===== src/rtl/mmc3_pkg.sv =====
// mmc3 shared types: register select codes,
// A12 filter states and the IRQ register bundle.
package mmc3_pkg;

  localparam logic [1:0] REG_LATCH   = 2'd0;
  localparam logic [1:0] REG_RELOAD  = 2'd1;
  localparam logic [1:0] REG_IRQ_OFF = 2'd2;
  localparam logic [1:0] REG_IRQ_ON  = 2'd3;

  localparam int FILTER_M2_DEF = 3;

  typedef enum logic [1:0] {
    F_HIGH,
    F_LOW,
    F_ARMED
  } filt_state_t;

  typedef struct packed {
    logic [7:0] ctr;
    logic [7:0] latch;
    logic       reload;
    logic       en;
    logic       pend;
  } irq_regs_t;

endpackage


===== src/rtl/mmc3_a12_filter.sv =====
// mmc3 A12 filter: synchronizers and M2 low-time
// qualifier producing one event per accepted rise.
module mmc3_a12_filter
  import mmc3_pkg::*;
#(
  parameter int SYNC_STAGES = 2,
  parameter int FILTER_M2   = FILTER_M2_DEF
) (
  input  logic clk,
  input  logic rst_n,
  input  logic map_rst,
  input  logic m2,
  input  logic ppu_a12,
  output logic a12_evt,
  output logic a12_clk
);

  localparam logic [2:0] FILT_N = 3'(FILTER_M2);

  logic [SYNC_STAGES-1:0] a12_sync;
  logic [SYNC_STAGES-1:0] m2_sync;
  logic                   a12_d;
  logic                   m2_d;
  logic                   a12_s;
  logic                   m2_s;
  logic                   a12_rise;
  logic                   m2_fall;
  logic [2:0]             low_cnt;
  logic [2:0]             cnt_inc;
  filt_state_t            state;

  assign a12_s    = a12_sync[SYNC_STAGES-1];
  assign m2_s     = m2_sync[SYNC_STAGES-1];
  assign a12_rise = a12_s & ~a12_d;
  assign m2_fall  = m2_d & ~m2_s;
  assign cnt_inc  = (low_cnt == 3'h7) ?
                    low_cnt : low_cnt + 3'd1;
  assign a12_evt  = (state == F_ARMED) & a12_rise;

  // Synchronizer chains plus one delayed copy each
  always_ff @(posedge clk or negedge rst_n) begin
    if (!rst_n) begin
      a12_sync <= '0;
      m2_sync  <= '0;
      a12_d    <= 1'b0;
      m2_d     <= 1'b0;
    end else if (map_rst) begin
      a12_sync <= '0;
      m2_sync  <= '0;
      a12_d    <= 1'b0;
      m2_d     <= 1'b0;
    end else begin
      a12_sync <= {a12_sync[SYNC_STAGES-2:0], ppu_a12};
      m2_sync  <= {m2_sync[SYNC_STAGES-2:0], m2};
      a12_d    <= a12_s;
      m2_d     <= m2_s;
    end
  end

  // Filter FSM: A12 must sit low for FILTER_M2 M2 falls
  always_ff @(posedge clk or negedge rst_n) begin
    if (!rst_n) begin
      state   <= F_HIGH;
      low_cnt <= 3'd0;
      a12_clk <= 1'b0;
    end else if (map_rst) begin
      state   <= F_HIGH;
      low_cnt <= 3'd0;
      a12_clk <= 1'b0;
    end else begin
      a12_clk <= a12_evt;
      unique case (state)
        F_HIGH: begin
          if (!a12_s) begin
            state   <= F_LOW;
            low_cnt <= 3'd0;
          end
        end
        F_LOW: begin
          if (a12_rise) begin
            state <= F_HIGH;
          end else if (m2_fall) begin
            low_cnt <= cnt_inc;
            if (cnt_inc >= FILT_N)
              state <= F_ARMED;
          end
        end
        F_ARMED: begin
          if (a12_rise)
            state <= F_HIGH;
        end
        default: state <= F_HIGH;
      endcase
    end
  end

endmodule


===== src/rtl/mmc3_irq_unit.sv =====
// mmc3 scanline IRQ: reload/decrement counter,
// register writes and the cartridge IRQ line.
module mmc3_irq_unit
  import mmc3_pkg::*;
#(
  parameter int SYNC_STAGES = 2,
  parameter int FILTER_M2   = FILTER_M2_DEF
) (
  input  logic       clk,
  input  logic       rst_n,
  input  logic       map_rst,
  input  logic       m2,
  input  logic       ppu_a12,
  input  logic       reg_we,
  input  logic [1:0] reg_sel,
  input  logic [7:0] reg_dat,
  input  logic       mmc3b_mode,
  output logic       irq,
  output logic [7:0] irq_ctr,
  output logic       a12_clk
);

  irq_regs_t r;
  irq_regs_t r_n;
  logic      a12_evt;
  logic      irq_set;

  mmc3_a12_filter #(
    .SYNC_STAGES(SYNC_STAGES),
    .FILTER_M2  (FILTER_M2)
  ) u_filt (
    .clk    (clk),
    .rst_n  (rst_n),
    .map_rst(map_rst),
    .m2     (m2),
    .ppu_a12(ppu_a12),
    .a12_evt(a12_evt),
    .a12_clk(a12_clk)
  );

  // Counter step on pre-write state, then writes override
  always_comb begin
    r_n = r;
    if (a12_evt) begin
      if (r.ctr == 8'd0 || r.reload) begin
        r_n.ctr    = r.latch;
        r_n.reload = 1'b0;
      end else begin
        r_n.ctr = r.ctr - 8'd1;
      end
    end
    irq_set = a12_evt && r.en &&
              (r_n.ctr == 8'd0) &&
              (mmc3b_mode || r.ctr != 8'd0 ||
               r.reload);
    if (irq_set)
      r_n.pend = 1'b1;
    if (reg_we) begin
      unique case (reg_sel)
        REG_LATCH: r_n.latch = reg_dat;
        REG_RELOAD: begin
          r_n.ctr    = 8'd0;
          r_n.reload = 1'b1;
        end
        REG_IRQ_OFF: begin
          r_n.en   = 1'b0;
          r_n.pend = 1'b0;
        end
        REG_IRQ_ON: r_n.en = 1'b1;
        default: ;
      endcase
    end
  end

  // IRQ register bundle
  always_ff @(posedge clk or negedge rst_n) begin
    if (!rst_n)
      r <= '0;
    else if (map_rst)
      r <= '0;
    else
      r <= r_n;
  end

  assign irq     = r.pend;
  assign irq_ctr = r.ctr;

endmodule


===== config.mk =====
export PLATFORM = sky130hd
export DESIGN_NAME = mmc3_irq_unit
export DESIGN_NICKNAME = d
export VERILOG_FILES = /design/src/rtl/mmc3_pkg.sv /design/src/rtl/mmc3_a12_filter.sv /design/src/rtl/mmc3_irq_unit.sv
export SDC_FILE = /design/constraint.sdc
export NUM_CORES = 1
export LEC_CHECK = 0
export BUFFER_PORTS_ARGS = -buffer_cell sky130_fd_sc_hd__buf_2
export CAP_MARGIN = 40
export CORE_UTILIZATION = 54
export CTS_CLUSTER_SIZE = 28
export DETAILED_ROUTE_END_ITERATION = 16
export PLACE_DENSITY = 0.77
export SYNTH_ARGS = -nofsm -noshare
export SYNTH_HDL_FRONTEND = slang
export SYNTH_SLANG_ARGS = --single-unit

===== constraint.sdc =====
create_clock -name clk -period 2.31 [get_ports clk]
set_input_delay 0.1155 -clock clk [delete_from_list [all_inputs] [get_ports clk]]
set_output_delay 0.1155 -clock clk [all_outputs]
set_load 0.01 [all_outputs]

After elaboration in Yosys (flattened, before gate mapping)

Cells that the tools add are included.

Logic and storage cells: 81
Bits in latches: 0
Bits of input ports: 17
Memory bits (read-only): 0
Output and inout port bits: 10
Memories kept: 0
Memory bits (writable): 0
Register bits after elaboration: 31

Equal/unequal tests: 12
$add $sub $neg: 2
Magnitude comparators: 1
Bitwise logic cells: 5
Shift operators: 0
Div/mod/pow operators: 0
Multiply operators: 0
Multiplexer cells: 30
Reduce and logical (&&, ||, !) cells: 19

Operator list:

| kind                                                   | number |
|---|---|
| two-way mux 19 bit                                     | 2 |
| two-way mux 8 bit                                      | 4 |
| logical NOT 8 bit                                      | 2 |
| two-way mux 2 bit                                      | 8 |
| two-way mux 3 bit                                      | 5 |
| two-way mux 1 bit                                      | 8 |
| inequality test 4 x 2 -> 1 bit (second input constant) | 2 |
| AND reduction 4 bit                                    | 2 |
| nonzero test 8 bit                                     | 1 |
| subtractor 8 x 1 -> 8 bit (second input constant)      | 1 |
| == test 2 bit (second input constant)                  | 3 |
| inequality test 3 x 2 -> 1 bit (second input constant) | 2 |
| inequality test 3 bit (second input constant)          | 2 |
| case mux 2 bit (3 select lines)                        | 1 |
| case mux 3 bit (2 select lines)                        | 1 |
| nonzero test 3 bit                                     | 2 |
| == test 2 x 1 -> 1 bit (second input constant)         | 2 |
| logical NOT 2 bit                                      | 2 |
| AND reduction 2 bit                                    | 2 |
| nonzero test 2 bit                                     | 2 |
| adder 3 x 1 -> 3 bit (second input constant)           | 1 |
| bitwise AND 1 bit                                      | 3 |
| == test 3 bit (second input constant)                  | 1 |
| >= comparator 3 x 2 -> 1 bit (second input constant)   | 1 |
| 4 further kinds                                        | 9 |

Longest topological paths before layout

Depth after elaboration: 11
Gate-level depth with buffers: 9
Gate-level depth less buffers: 8

Cells and area by module

A second synthesis with hierarchy kept.

Cell total of the unflattened synthesis: 185
Area total of the unflattened synthesis: 1,745.4 µm²

Modules (own cells, without submodules):

| module          | seq. area each (µm²) | cells each | area an instance (µm²) | times used |
|---|---|---|---|---|
| mmc3_irq_unit   | 475.5                | 137        | 1,213.7                | 1 |
| mmc3_a12_filter | 300.3                | 48         | 531.8                  | 1 |

Worst setup path before layout

No wires, ideal clock.

Path kind: flip-flop to flip-flop
From: register r, in the netlist irq_ctr[0]
To: register r, in the netlist irq
Data required time: 2,234 ps
Arrival time: 1,944 ps
Path slack: 289 ps
Cell stages (with the launch flop): 9
Path buffers: 0
Cells stage by stage: dfrtp_1 inv_1 ha_1 nor3b_1 a21o_2 mux2_2 o22ai_1 nand4_1 o21ai_1

Cells in the longest elaborated chain, start to end: 11
Elaborated cells between the ends (all ways): 15
Those cells by class: add/sub (1); mux (6); reduce/logical (8)

Ends and longest elaborated chain:

| element                                                                           | line                | text |
|---|---|---|
| from (decl)                                                                       | mmc3_irq_unit.sv:23 | `irq_regs_t r;` |
| from (signal assigned)                                                            | mmc3_irq_unit.sv:82 | `r <= r_n;` |
| parallel branches: the longest is 6 deep, another holds subtractor 8 x 1 -> 8 bit | -                   |  |
| logical AND 1 bit *                                                               | mmc3_irq_unit.sv:53 | `(r_n.ctr == 8'd0) &&` |
| two-way mux 1 bit *                                                               | mmc3_irq_unit.sv:56 | `if (irq_set)` |
| two-way mux 1 bit                                                                 | mmc3_irq_unit.sv:59 | `unique case (reg_sel)` |
| two-way mux 19 bit *                                                              | mmc3_irq_unit.sv:58 | `if (reg_we) begin` |
| two-way mux 19 bit *                                                              | mmc3_irq_unit.sv:79 | `else if (map_rst)` |

Mark *: on every way between the ends. The select of a mux whose other input is x is not followed.
A chain may end at the register's enable or synchronous reset.

Worst setup path after layout

From: register r, in the netlist irq_ctr[1]
To: register r, in the netlist irq

The elaborated chain is that of the path after synthesis.

==> results.py <==
metrics = {
    "synth": {
        "synthFlopType": "dfrtp_1",
        "yosysWarnings": 0,
        "synth_edf_count": 0,
        "netlist_area_mm2": 0.00168,
        "avgSynthCellArea_um2": 9.34,
        "synth_seq_cells": 31,
        "synth_cells": 180,
        "synthArstFlopShare_pct": 100,
        "seq_area_frac_synth_pct": 46.2,
        "synthDistinctLibCells": 46,
        "synth_nets": 200,
    },
    "sta": {
        "finalMaxSlewViolations": 0,
        "rsz0062_at_grt": "no",
        "tightest_slew_ps": 689,
        "max_clock_freq_mhz": 466,
        "timing.final.crit_period_ps": 2140,
        "period_share_pct": 92.8,
        "slew_headroom_pct": 54.0,
        "finalClockSkew_ps": 4.84,
        "timing.final.ws_setup_ps": 166,
        "hold_ws_ps": 7.67,
        "setup_violations": 0,
        "tns_ps": 0,
        "hold_viol": 0,
    },
    "global_route": {
        "antenna_found_initial": 0,
        "grt_pass1_wl_um": 6430,
        "track_usage_pct": 26.2,
        "grt_pass1_vias": 1380,
        "grt_max_degree": 32,
        "grt.overflow.total": 0,
    },
    "critical_path": {
        "critical-path-top-delay-family": "compound AO/OA/AOI/OAI gates",
        "crit_slowest_cell": "dfrtp_1",
        "cpPeakStageDelay_ps": 420,
        "crit_type": "reg2reg",
        "startpoint_type": "flip-flop",
        "cp_data_required_time_ps": 2580,
        "critPathBufInv": 2,
        "critPathMaxFanout": 9,
        "worst_setup_path_end_kind": "flip-flop",
        "r2r_setup_slack_ps": 170,
        "cp_cell_sequence": "inv_1, ha_1, nor3b_2, a21o_2, buf_4, and3_1, a211oi_1, nand4_1, o21ai_1",
        "cp.arrival_ps": 2420,
    },
    "floorplan": {
        "start_util_pct": 58.9,
        "die_w_um": 57.8,
        "num_io_pins": 27,
        "row_count": 19,
        "dieHeight_um": 57.8,
        "die_area_mm2": 0.00334,
        "core_region_area_mm2": 0.00285,
    },
    "drt": {
        "detail_route.wl_per_cell_um": 15.7,
        "drcViolationCount": 0,
        "drtPass1Iterations": 5,
        "wirelength_um": 3760,
        "vias": 1451,
        "detail-route-antenna-nets": 0,
        "vias_per_cell": 6.05,
        "first_iter_violations": 78,
    },
    "placement": {
        "gp_congestion": 0.953,
        "io_buffers": 26,
        "place_ws_ps": 139,
        "dpl_cell_area_mm2": 0.00180,
        "hpwlAfterDp_um": 2710,
    },
    "finish": {
        "syn2layout_area_growth_pct": 14.9,
        "drive_gt1_share_pct": 23.9,
        "final_area_mm2": 0.00193,
        "n_antenna_cell": 0,
        "finish.utilization_pct": 67.7,
        "final_cell_mix": "31 x dfrtp_1, 26 x buf_2, 25 x nor2_1",
        "n_fill_cell": 237,
        "mostFrequentLayoutCell": "dfrtp_1",
        "nets": 228,
    },
    "cts": {
        "htree_levels": 2,
        "cts_tree": "built",
        "cts_buffers": 5,
        "root_buffer": "clkbuf_4",
        "clk_pin_slew_worst_paths_ps": 100,
        "cts_buffer_depth": 2,
        "clkLatencyLatePin_ps": 340,
        "cts_num_sinks": 31,
    },
    "pwr": {
        "p_per_area_mw_per_mm2": 574,
        "p_leak_nw": 0.917,
        "peakVddDrop_v": 0.000432,
    },
    "min_path": {
        "hold_class": "in2reg",
    },
    "run": {
        "max-cap-violations": 0,
    },
    "status": {
        "outcome": "finished clean",
    },
}
registers in the layout, indices dropped and copies added, names as in the netlist:
signal,count
u_filt.a12_d,1
u_filt.state,2
u_filt.m2_sync,2
r,10
irq_ctr,8
u_filt.low_cnt,3
irq,1
u_filt.m2_d,1
u_filt.a12_clk,1
u_filt.a12_sync,2
worst paths after layout:
kind / to / cells past startpoint / startpoint
setup reg to reg: irq$_DFF_PN0_ / 9 / irq_ctr[1]$_DFF_PN0_
hold reg to reg: u_filt.m2_sync[1]$_DFF_PN0_ / 1 / u_filt.m2_sync[0]$_DFF_PN0_
max in group asynchronous: r[7]$_DFFE_PN0P_ / 2 / rst_n
setup / recovery: irq$_DFF_PN0_ / 9 / irq_ctr[1]$_DFF_PN0_
min in group asynchronous: u_filt.state[0]$_DFFE_PN0P_ / 2 / rst_n
hold / removal: u_filt.a12_sync[0]$_DFF_PN0_ / 2 / ppu_a12
Yosys cell counts (2+ instances only):
| master | instances | area share (%) |
|---|---|---|
| dfrtp_1 | 31 | 46 |
| mux2i_1 | 8 | 4.8 |
| nor3b_1 | 4 | 1.8 |
| a21oi_1 | 10 | 3.0 |
| nand3_1 | 2 | 0.60 |
| nor2_1 | 25 | 5.6 |
| nor3_1 | 7 | 2.1 |
| o21ai_0 | 7 | 2.1 |
| nand4_1 | 2 | 0.74 |
| clkbuf_1 | 2 | 0.45 |
| a211oi_1 | 4 | 1.8 |
| nand2b_1 | 2 | 0.74 |
| buf_4 | 8 | 3.6 |
| inv_1 | 8 | 1.8 |
| a2bb2oi_1 | 2 | 1.0 |
| nor2b_1 | 7 | 2.6 |
| buf_1 | 3 | 0.67 |
| nand2_1 | 16 | 3.6 |
| o21a_1 | 3 | 1.3 |
| ha_1 | 3 | 2.2 |
cell type report:
class	count	area, um^2	share of cell area [%]
inverters	8	30.0	1.56
repair buffers	36	210	10.9
multi-input cells	126	790	40.9
well taps	31	38.8	2.01
flip-flops and latches	31	776	40.2
clock inverters	2	35.0	1.81
clock buffers	6	51.3	2.66
power breakdown:
group / internal [mW] / switching (mW) / leakage (nW)
Clock: 0.256 / 0.200 / 0.0482
Combinational: 0.0363 / 0.0482 / 0.445
Sequential: 0.556 / 0.0127 / 0.424
Total: 0.848 / 0.261 / 0.917
kinds of logic (layout without fill, tap and decap cells):
logic type,after synthesis,count (layout),share of synthesized area [%]
AO/OA/AOI/OAI,39,39,15.3
XOR/XNOR,1,1,0.521
adder cells (fa/ha/maj),3,3,2.23
buffers and inverters,23,52,7.45
flip-flops,31,31,46.2
multiplexers,9,9,5.44
AND/OR/NAND/NOR,74,74,22.9
routing by layer:
metal	vias to the layer above	part of all wire (%)	track usage (%)
met5	-	0	0
met4	0	2.6	15.6
met3	9	6.9	5.13
met2	60	46	38.4
met1	708	45	36.4
li1	674	-	-
per-stage QoR:
step,std cells,power [mW]
after global routing,240,1.15
final,240,1.11
after detailed placement,228,0.662
after CTS,238,1.11
after floorplan,180,0.622
after global placement,228,0.656
worst reg2reg max path: cells and delay by family, from the launching register on:
kind / cells / cell delay (ps)
AND/OR/NAND/NOR: 3 / 480
adder cells (fa/ha/maj): 1 / 210
AO/OA/AOI/OAI: 3 / 700
flip-flops: 1 / 420
buffers and inverters: 2 / 260
repair_timing:
action	4_1_cts	5_1_grt
endpoints found under the setup margin	0	1
hold endpoints to repair	32	0
setup buffers	0	2
hold buffers	2	0
resized for setup	0	2
(Power assumes the default switching activity.)
